--- src/rtl/ibuf_pkg.sv ---
// ibuf_pkg: shared FSM state type and statistics width for the input-buffer controller.
package ibuf_pkg;
  typedef enum logic [1:0] {IDLE, FILL, STREAM, DRAIN} ibuf_state_t;
  localparam int STAT_W = 16;
endpackage

--- src/rtl/ibuf_ptr.sv ---
// ibuf_ptr: modulo-SIZE pointer with synchronous clear and variable advance.
module ibuf_ptr #(
  parameter int SIZE = 8
) (
  input  logic                    clk,
  input  logic                    rst,
  input  logic                    clr,
  input  logic [$clog2(SIZE)-1:0] adv,
  output logic [$clog2(SIZE)-1:0] ptr
);
  // SIZE is a power of two, so natural wrap of the AW-bit sum is the modulo.
  always_ff @(posedge clk)
    ptr <= (rst || clr) ? '0 : ptr + adv;
endmodule

--- src/rtl/ibuf_ctrl.sv ---
// ibuf_ctrl: fill/stream/drain controller for a circular input buffer.
// Define IBUF_CTRL_STATS_EN to add stat_words_in/stat_words_out word counters.
module ibuf_ctrl
  import ibuf_pkg::*;
#(
  parameter int SIZE       = 8,
  parameter int WRITE_SIZE = 2,
  parameter int READ_SIZE  = 2
) (
  input  logic                      clk,
  input  logic                      rst,
  input  logic                      start,
  input  logic                      wr_valid,
  input  logic                      last_in,
  output logic                      wr_ready,
  input  logic                      rd_ready,
  input  logic [$clog2(READ_SIZE):0] rd_pop,
  output logic                      rd_valid,
  output logic                      buf_write_en,
  output logic [$clog2(SIZE)-1:0]   buf_write_addr,
  output logic [$clog2(SIZE)-1:0]   buf_read_addr,
  output logic [$clog2(SIZE):0]     count,
  output logic                      done
`ifdef IBUF_CTRL_STATS_EN
  ,
  output logic [STAT_W-1:0]         stat_words_in,
  output logic [STAT_W-1:0]         stat_words_out
`endif
);
  localparam int AW = $clog2(SIZE);
  localparam int CW = AW + 1;
  ibuf_state_t state;
  logic wr_fire, rd_fire, clr, active;
  logic [CW-1:0] pop, retired, count_next;
  always_comb begin
    active       = state == FILL || state == STREAM;
    wr_ready     = active && (CW'(SIZE) - count >= CW'(WRITE_SIZE));
    rd_valid     = state == DRAIN ? count != '0 : active && count >= CW'(READ_SIZE);
    wr_fire      = wr_valid && wr_ready;
    rd_fire      = rd_ready && rd_valid;
    buf_write_en = wr_fire;
    clr          = state == IDLE && start;
    pop          = CW'(rd_pop) < CW'(READ_SIZE) ? CW'(rd_pop) : CW'(READ_SIZE);
    retired      = !rd_fire ? '0 : pop < count ? pop : count;
    count_next   = count + (wr_fire ? CW'(WRITE_SIZE) : '0) - retired;
  end
  always_ff @(posedge clk) begin
    if (rst) begin
      state <= IDLE;
      count <= '0;
      done  <= 1'b0;
    end else begin
      done  <= state == DRAIN && count_next == '0;
      count <= clr ? '0 : count_next;
      state <= state == IDLE ? (start ? FILL : IDLE) :
               (state != DRAIN && wr_fire && last_in) ? DRAIN :
               (state == FILL && count_next >= CW'(READ_SIZE)) ? STREAM :
               (state == DRAIN && count_next == '0) ? IDLE : state;
    end
  end
  ibuf_ptr #(.SIZE(SIZE)) u_wr_ptr (
    .clk(clk), .rst(rst), .clr(clr),
    .adv(wr_fire ? AW'(WRITE_SIZE) : '0),
    .ptr(buf_write_addr)
  );
  ibuf_ptr #(.SIZE(SIZE)) u_rd_ptr (
    .clk(clk), .rst(rst), .clr(clr),
    .adv(retired[AW-1:0]),
    .ptr(buf_read_addr)
  );
`ifdef IBUF_CTRL_STATS_EN
  always_ff @(posedge clk) begin
    if (rst) begin
      stat_words_in  <= '0;
      stat_words_out <= '0;
    end else begin
      if (wr_fire) stat_words_in <= stat_words_in + STAT_W'(WRITE_SIZE);
      if (rd_fire) stat_words_out <= stat_words_out + STAT_W'(retired);
    end
  end
`endif
endmodule
--- config.mk ---
export PLATFORM = sky130hd
export DESIGN_NAME = ibuf_ctrl
export DESIGN_NICKNAME = d
export VERILOG_FILES = /design/src/rtl/ibuf_pkg.sv /design/src/rtl/ibuf_ptr.sv /design/src/rtl/ibuf_ctrl.sv
export SDC_FILE = /design/constraint.sdc
export NUM_CORES = 1
export LEC_CHECK = 0
export CORE_AREA = 2 2 61 49
export CTS_CLUSTER_DIAMETER = 50
export DETAILED_ROUTE_END_ITERATION = 16
export DIE_AREA = 0 0 63 51
export PLACE_DENSITY_LB_ADDON = 0.15
export SYNTH_ARGS = -nofsm -noshare
export SYNTH_HDL_FRONTEND = slang
export SYNTH_SLANG_ARGS = --single-unit
--- constraint.sdc ---
create_clock -name clk -period 3.35 [get_ports clk]
set_clock_uncertainty 0.2 [all_clocks]
set_input_delay 0.8375 -clock clk [delete_from_list [all_inputs] [get_ports clk]]
set_output_delay 0.8375 -clock clk [all_outputs]
set_load 0.02 [all_outputs]
==> metrics.cfg <==
[floorplanning]
core_area_um2 = 2700
die_area_um2 = 3210
die_w_um = 63
ioPinCount = 22
fp.dieH_um = 51
row_count = 17
initial_utilization_pct = 32.2

[detailed_routing]
totalWireLength_mm = 2.09
drtIter0Drc = 20
avgRoutedWirePerCell_um = 11.5
vias = 827
dr.pass1.iters = 4
route.detailed.drc = 0
ant_nets = 0
vias_per_cell = 4.57

[job]
maxCapViolations = 0

[sta]
setup_viol = 1
finalMaxSlewViolations = 0
hold_violations = 0
whs_ps = 267
period_needed_ps = 3370
worst_pin_slew_ps = 561
fin_ws_ps = -22.4
rsz0062_at_grt = yes
finalCritPeriodShare_pct = 101
max_freq_mhz = 297
relSlewSlack_pct = 62.6

[min_path]
hold_path.class = register to register

[critical_path]
worstPathCellList = buf_4 > ha_4 > o21ai_4 > a311oi_1 > o21a_1 > xnor2_1 > ha_1 > ha_2 > fa_2 > nor2_2 > nand4_1 > a21bo_2 > o2bb2ai_1
crit_type = input pin to register
critPathLaunchType = input pin
path_buf_inv = 1
critPathMaxFanout = 3
slowest_delay_ps = 430
critical_path_required_ps = 3310
cp_slowest_cell = fa_2
critPathCaptureType = register
arrival_ps = 3340
crit_family = adder cells

[clock_tree]
cts.path.max_buffers = 2
cts_sinks = 12
cts_htree_levels = 1
clock_tree.root_cell = clkbuf_4
cts_tree = built
cts_hold_buf = 0
clk_latency_ps = 270
cts_made_buffers = 3
clk_pin_slew_ps = 80

[place]
dpl_cell_area_um2 = 1320
post-place-ws_ps = -737
numPortBuffers = 20
dpl.hpwl_mm = 1.78
place_congestion = 0.790
dp_cells = 176

[synth]
synth_nets = 119
ys_top_cells_by_area = dfxtp_1, ha_1, inv_1, fa_1, a21bo_2
syn_area_per_cell_um2 = 8.98
synthArstFlopShare_pct = 0
syn_inst = 97
yosysTopAreaCellShare_pct = 27.6
synth.top_cells.by_count = dfxtp_1, ha_1, inv_1
ys_ff_latch = 12
synth_cell_types = 34
synth-edff-count = 0
yosysTopAreaCell = dfxtp_1
syn-cell-area_um2 = 871
yosysWarnings = 0
yosysSeqAreaShare_pct = 27.6
synth_top_flop_cell = dfxtp_1

[finish]
syn_to_final_growth_pct = 60.8
drive_gt1_share_pct = 37.1
diodes = 0
fillCellCount = 270
fin_cells = 181
finalNetCount = 166
final_area_um2 = 1400

[power]
peakVddDrop_uv = 331
p_total_uw = 892
p_leak_nw = 0.566
power.density_nw_per_um2 = 637

[grt]
grt_pass1_vias = 833
grt_pass1_wl_mm = 3.60
antenna_found_initial = 0
grt_usage_pct = 14.7
gr-total-overflow = 0
grt_max_degree = 9

[status]
status = finished with violations
violations = negative setup slack

## metrics by stage
step / util [%] / setup TNS [ps]
after floorplan: - / -70.3
after global placement: 48.9 / -2810
after detailed placement: 48.9 / -3140
after CTS: 50.7 / -21.2
after global routing: 51.8 / -174
final: 51.8 / -22.4
## what timing repair did
action / CTS / global route
hold endpoints to repair: 0 / 0
setup buffers: 1 / 0
resized for setup: 10 / 9
pin swaps: 11 / 8
setup endpoints to repair: 6 / 4
## tightest hold or removal path, delay by kind of cell, from the launching register on
kind | cells | cell delay [ps]
multiplexers | 1 | 50
flip-flops | 1 | 320
AND/OR/NAND/NOR | 1 | 50
## cells by family after synthesis
family                     Yosys count  synth area share (%)
and+or+nand+nor                     29                  17.4
AOI/OAI and AO/OA                   20                  18.2
adders and majority gates           14                  21.8
buffers and inverters               13                  6.03
DFF                                 12                  27.6
xor gates and xnor gates             5                  5.03
muxes                                3                  3.45
other                                1                 0.431
## placed cells by master (no fill, tap or decap), drive strengths merged, types with 3 or more instances in the layout
cell	n
buf	24
clkdlybuf4s50	16
inv	12
dfxtp	12
ha	12
nand2	7
nor2	7
nand2b	4
and2	4
clkbuf	4
mux2i	3
xnor2	3
a21bo	3
dlygate4sd2	3
## path summary, 6_finish.rpt
kind                        start              end  cells past startpoint  slack [ps]
hold reg to reg   u_wr_ptr.ptr[2]  u_wr_ptr.ptr[2]                      2         270
setup reg to reg         state[0]         state[1]                     12          10
hold / removal    u_wr_ptr.ptr[2]  u_wr_ptr.ptr[2]                      2         270
setup / recovery        rd_pop[1]         state[1]                     13         -20
## sequential cells by signal, indices dropped and copies added (netlist names)
name / count
u_wr_ptr.ptr: 2
done: 1
count: 4
state: 2
u_rd_ptr.ptr: 3
## where the power goes
part           switching (mW)  total, mW  internal, mW
registers              0.0126      0.174         0.161
logic                   0.271      0.604         0.332
clock network          0.0480      0.114        0.0660
total                   0.332      0.892         0.560
## layout make-up
cell class / instances / area, µm² / area share, %
tap: 38 / 47.5 / 3.40
timing repair buffer: 43 / 367 / 26.2
multi-input combinational: 72 / 658 / 47.0
sequential: 12 / 246 / 17.6
inverter: 12 / 45.0 / 3.22
clock buffer: 4 / 36.3 / 2.59
## metal layers
metal,global-route usage [%],wire (µm),vias to the layer above,share of wire [%]
met5,0,0,-,0
met4,3.33,9,0,0.43
met3,4.63,91,2,4.4
met2,25.5,1010,20,49
met1,17.9,970,382,47
li1,-,-,423,-
Note: power is estimated with default switching activity, not from simulation.
